**src/rtl/pipe_pkg.sv**
```systemverilog
// pipe_pkg: shared constants for the elastic inter-stage pipeline register.
//   - default control width and the bit position of each EX/MEM control field
//   - default data-word count and width for a stage
//   - entry-state encoding and an occupancy decode helper
package pipe_pkg;

  localparam int CTRL_W_DEF = 8;
  localparam int DATA_W_DEF = 16;
  localparam int NDATA_DEF  = 3;

  // EX/MEM control-vector layout (MSB first)
  localparam int CB_REG_WRITE = 7;
  localparam int CB_ALU_SRC   = 6;
  localparam int CB_ALU_OP_HI = 5;
  localparam int CB_ALU_OP_LO = 3;
  localparam int CB_MEM_WRITE = 2;
  localparam int CB_MEM_READ  = 1;
  localparam int CB_REG_STORE = 0;

  typedef enum logic [1:0] {
    ST_EMPTY = 2'd0,
    ST_FULL1 = 2'd1,
    ST_FULL2 = 2'd2
  } state_e;

  function automatic logic [1:0] occ_of(state_e s);
    case (s)
      ST_FULL1: occ_of = 2'd1;
      ST_FULL2: occ_of = 2'd2;
      default:  occ_of = 2'd0;
    endcase
  endfunction

endpackage

```
**src/rtl/pipe_slot.sv**
```systemverilog
// pipe_slot: one ctrl+data holding register.
//   clk    - clock, updates on posedge
//   rst    - synchronous active-high reset, zeroes the entry
//   clr    - synchronous clear (flush), zeroes the entry
//   load   - capture ctrl_d/data_d
//   ctrl_d, data_d - next payload
//   ctrl_q, data_q - held payload
// Priority: rst > clr > load > hold.
module pipe_slot #(
  parameter int CTRL_W = 8,
  parameter int DW     = 48
) (
  input  logic              clk,
  input  logic              rst,
  input  logic              clr,
  input  logic              load,
  input  logic [CTRL_W-1:0] ctrl_d,
  input  logic [DW-1:0]     data_d,
  output logic [CTRL_W-1:0] ctrl_q,
  output logic [DW-1:0]     data_q
);

  always_ff @(posedge clk) begin
    if (rst || clr) begin
      ctrl_q <= '0;
      data_q <= '0;
    end else if (load) begin
      ctrl_q <= ctrl_d;
      data_q <= data_d;
    end
  end

endmodule

```
**src/rtl/pipe_stage_elastic.sv**
```systemverilog
// pipe_stage_elastic: valid/ready pipeline register carrying one control
// vector plus NDATA data words between two stages.
//   CLK, Reset       - clock and synchronous active-high reset
//   flush            - kill every held entry at this edge (zeroed bubbles)
//   in_valid/in_ready, in_ctrl, in_data    - upstream handshake + payload
//   out_valid/out_ready, out_ctrl, out_data - downstream handshake + payload
//   occupancy        - number of held entries (0..2)
// SKID=1 adds a second (skid) entry so in_ready is a pure function of the
// state register and never depends on out_ready. SKID=0 is a single entry
// whose in_ready passes out_ready through combinationally.
module pipe_stage_elastic
  import pipe_pkg::*;
#(
  parameter int CTRL_W = CTRL_W_DEF,
  parameter int DATA_W = DATA_W_DEF,
  parameter int NDATA  = NDATA_DEF,
  parameter int SKID   = 1
) (
  input  logic                    CLK,
  input  logic                    Reset,
  input  logic                    flush,
  input  logic                    in_valid,
  output logic                    in_ready,
  input  logic [CTRL_W-1:0]       in_ctrl,
  input  logic [NDATA*DATA_W-1:0] in_data,
  output logic                    out_valid,
  input  logic                    out_ready,
  output logic [CTRL_W-1:0]       out_ctrl,
  output logic [NDATA*DATA_W-1:0] out_data,
  output logic [1:0]              occupancy
);

  localparam int DW = NDATA * DATA_W;

  state_e state, state_nx;
  logic   accept, drain;
  logic   main_load, main_from_skid, skid_load;

  logic [CTRL_W-1:0] main_ctrl, skid_ctrl, main_ctrl_d;
  logic [DW-1:0]     main_data, skid_data, main_data_d;

  assign out_valid = (state != ST_EMPTY);
  assign in_ready  = (SKID != 0) ? (state != ST_FULL2) : (!out_valid || out_ready);
  assign accept    = in_valid && in_ready;
  assign drain     = out_valid && out_ready;
  assign occupancy = occ_of(state);

  always_ff @(posedge CLK) begin
    if (Reset || flush) state <= ST_EMPTY;
    else                state <= state_nx;
  end

  always_comb begin
    state_nx       = state;
    main_load      = 1'b0;
    main_from_skid = 1'b0;
    skid_load      = 1'b0;
    case (state)
      ST_EMPTY: begin
        if (accept) begin
          main_load = 1'b1;
          state_nx  = ST_FULL1;
        end
      end
      ST_FULL1: begin
        if (accept && drain) begin
          main_load = 1'b1;
        end else if (accept && SKID != 0) begin
          // main is stalled: park the new entry behind it
          skid_load = 1'b1;
          state_nx  = ST_FULL2;
        end else if (drain) begin
          state_nx  = ST_EMPTY;
        end
      end
      ST_FULL2: begin
        // in_ready is low here, so only a drain can happen
        if (drain) begin
          main_load      = 1'b1;
          main_from_skid = 1'b1;
          state_nx       = ST_FULL1;
        end
      end
      default: state_nx = ST_EMPTY;
    endcase
  end

  assign main_ctrl_d = main_from_skid ? skid_ctrl : in_ctrl;
  assign main_data_d = main_from_skid ? skid_data : in_data;

  pipe_slot #(.CTRL_W(CTRL_W), .DW(DW)) u_main (
    .clk    (CLK),
    .rst    (Reset),
    .clr    (flush),
    .load   (main_load),
    .ctrl_d (main_ctrl_d),
    .data_d (main_data_d),
    .ctrl_q (main_ctrl),
    .data_q (main_data)
  );

  generate
    if (SKID != 0) begin : g_skid
      pipe_slot #(.CTRL_W(CTRL_W), .DW(DW)) u_skid (
        .clk    (CLK),
        .rst    (Reset),
        .clr    (flush),
        .load   (skid_load),
        .ctrl_d (in_ctrl),
        .data_d (in_data),
        .ctrl_q (skid_ctrl),
        .data_q (skid_data)
      );
    end else begin : g_noskid
      assign skid_ctrl = '0;
      assign skid_data = '0;
    end
  endgenerate

  // bubbles carry no control bits, so no write enable leaks downstream
  assign out_ctrl = out_valid ? main_ctrl : '0;
  assign out_data = main_data;

endmodule

```
**config.mk**
```make
export PLATFORM = sky130hd
export DESIGN_NAME = pipe_stage_elastic
export DESIGN_NICKNAME = d
export VERILOG_FILES = /design/src/rtl/pipe_pkg.sv /design/src/rtl/pipe_slot.sv /design/src/rtl/pipe_stage_elastic.sv
export SDC_FILE = /design/constraint.sdc
export NUM_CORES = 1
export LEC_CHECK = 0
export ABC_AREA = 1
export CORE_UTILIZATION = 40
export CTS_CLUSTER_DIAMETER = 40
export DETAILED_ROUTE_END_ITERATION = 10
export PLACE_DENSITY = 0.7
export SLEW_MARGIN = 20
export SYNTH_ARGS = -nofsm -noshare
export SYNTH_HDL_FRONTEND = slang
export SYNTH_SLANG_ARGS = --single-unit
```
**constraint.sdc**
```tcl
create_clock -name CLK -period 2.9 [get_ports CLK]
set_input_delay 0.435 -clock CLK [delete_from_list [all_inputs] [get_ports CLK]]
set_output_delay 0.435 -clock CLK [all_outputs]
set_load 0.01 [all_outputs]
```
==> impl_metrics.tcl <==
set metrics [dict create \
    outcome "complete, no violations" \
    slew_headroom_pct 54.8 \
    r2r_slack_ns 0.69 \
    io_buffers 120 \
    ys_types 17 \
    die-area_um2 13400 \
    clk_latency_ns 0.41 \
    dpl.hpwl_mm 9.34 \
    arrival_ns 2.14 \
    finalSetupViolCount 0 \
    core_um2 12600 \
    first_pass_iters 5 \
    worst-r2r-cell-count 6 \
    vias_per_cell 5.40 \
    leakage_nw 2.58 \
    fin_worst_skew_ns 0.00411 \
    syn_area_per_cell_um2 7.03 \
    rsz0062_at_grt "no" \
    drv_cap 0 \
    required_ns 2.47 \
    slowest_stage "dfxtp_2" \
    grt_pass1_vias 4963 \
    fmax_mhz 389 \
    place_congestion 0.780 \
    grt.total_usage_pct 23.5 \
    nFillCells 1191 \
    total_power_mw 4.11 \
    antenna_found_initial 0 \
    die_x_um 116 \
    synth_seq_cells 114 \
    num_vias 5398 \
    start_util_pct 40.9 \
    pin_count 121 \
    drv_slew 0 \
    multi_input_area_um2 2440 \
    cts_buffers 17 \
    grt_max_degree 70 \
    r2r_start "state[1]$_SDFFE_PP0P_" \
    yosys_warnings 0 \
    worstSetupEndpointType "primary output" \
    dr.first_iter.drc_count 472 \
    yosysSeqAreaShare_pct 44.2 \
    area_growth_pct 34.8 \
    fin_setup_tns_ns 0 \
    p_per_area_nw_per_um2 590 \
    clk_pin_slew_worst_paths_ns 0.05 \
    num_rows 41 \
    timing.rr.end "u_main.data_q[41]$_SDFFE_PP0P_" \
    clock_sinks 114 \
    tritoncts "done" \
    n_antenna_cell 0 \
    h-tree-depth 4 \
    ir_drop_v 0.000353 \
    final_hold_viol_count 0 \
    drc_errors 0 \
    whs_endpoint "g_skid.u_skid.ctrl_q[2]$_SDFFE_PP0P_" \
    synth_nets 795 \
    grt_pass1_wl_mm 24.7 \
    hold_depth 2 \
    wire_per_inst_um 15.2 \
    regArea_um2 2280 \
    tightest_slew_ns 0.675 \
    hp-class "register to register" \
    path_cells "buf_4, inv_1, nor2_1, inv_1, clkdlybuf4s50_1" \
    ant_nets 0 \
    startpoint_type "register" \
    netlist_area_um2 5160 \
    cts_setup_buffers 0 \
    critPathKind "register to primary output" \
    cp_common_cell "inv_1" \
    overflow 0 \
    drive_above_1_share_pct 7.13 \
    die_y_um 116 \
    critPathMaxStageDelay_ns 0.54 \
    ctsResizeCount 0 \
    cp_max_fo 17 \
    hp-start "g_skid.u_skid.ctrl_q[2]$_SDFFE_PP0P_" \
    fin_crit_ns 2.57 \
    ctsHoldBuffers 0 \
    ctsLongestPathBuffers 2 \
    routed_wl_mm 15.2 \
    min_period_over_period_pct 88.7 \
    synthCells 734 \
    final_nets 877 \
    root_buffer "clkbuf_16" \
]
## cell families after synthesis
kind of cell / after synthesis / share of synthesized area [%]
DFF: 114 / 44.2
and+or+nand+nor: 414 / 35.9
buffers and inverters: 91 / 8.73
AOI/OAI and AO/OA: 115 / 11.2
## worst max path at each step
stage,startpoint,to,cells past startpoint
floorplan,state[1]$_SDFFE_PP0P_,out_valid,4
global placement,in_valid,u_main.data_q[3]$_SDFFE_PP0P_,8
detailed placement,in_valid,u_main.data_q[33]$_SDFFE_PP0P_,8
CTS,state[1]$_SDFFE_PP0P_,in_ready,5
global route,state[1]$_SDFFE_PP0P_,in_ready,5
finish,state[1]$_SDFFE_PP0P_,in_ready,5
## placed cells by master (no fill, tap or decap), drive strengths merged
cell type / instances
a21oi: 112
buf: 18
bufinv: 2
clkbuf: 23
clkdlybuf4s50: 119
clkinv: 4
clkinvlp: 3
dfxtp: 114
inv: 16
nand2: 230
nand3: 114
nand4: 56
nor2: 14
o211ai: 1
o21ai: 2
## area by class of cell
type	count	share of cell area (%)
Timing Repair Buffer	137	19.4
Clock buffer	23	7.16
Multi-Input combinational cell	529	35.1
Clock inverter	8	1.46
Tap cell	172	3.09
Inverter	17	0.935
Sequential cell	114	32.8
## layer usage
metal / vias up / part of all wire, % / GRT usage [%]
met5: - / 0 / 0
met4: 0 / 1.8 / 9.44
met3: 23 / 7.0 / 5.65
met2: 221 / 47 / 37.5
met1: 2514 / 44 / 30.7
li1: 2640 / - / -
## report_power, final
part	total, mW	switching [mW]	internal, mW
clock	2.09	0.714	1.37
combinational	0.402	0.228	0.174
sequential	1.62	0.0194	1.60
total	4.11	0.961	3.14
## state kept, by name, indices dropped and copies added (netlist names)
signal / count
g_skid.u_skid.data_q: 48
u_main.data_q: 48
g_skid.u_skid.ctrl_q: 8
u_main.ctrl_q: 8
state: 2
## through the flow
stage	instance area, µm²	setup WS, ns	cells	utilization, %	hold slack, ns
6_report	6960	0.327	1000	55.1	0.459
5_1_grt	6960	0.238	1000	55.1	0.472
4_1_cts	6960	0.322	1000	55.1	0.462
3_5_place_dp	6360	0.666	969	50.4	0.455
3_3_place_gp	6360	0.766	969	50.4	0.449
2_1_floorplan	5160	1.39	734	-	0.439
## synth_stat cells, drive strengths merged
master	count	area [µm²]
nand2	230	866
dfxtp	114	2280
nand3	114	576
a21oi	112	561
nand4	56	350
buf	54	312
clkbuf	20	75.1
inv	17	63.8
nor2	14	60.1
o21ai	2	10.0
o211ai	1	7.51
## critical path: cells and delay by family, from the launching register on
kind | cells | cell delay (ns)
simple gates | 1 | 0.19
flops | 1 | 0.54
buf+inv | 4 | 1.01
No activity file was read; power rests on OpenSTA's default activity.
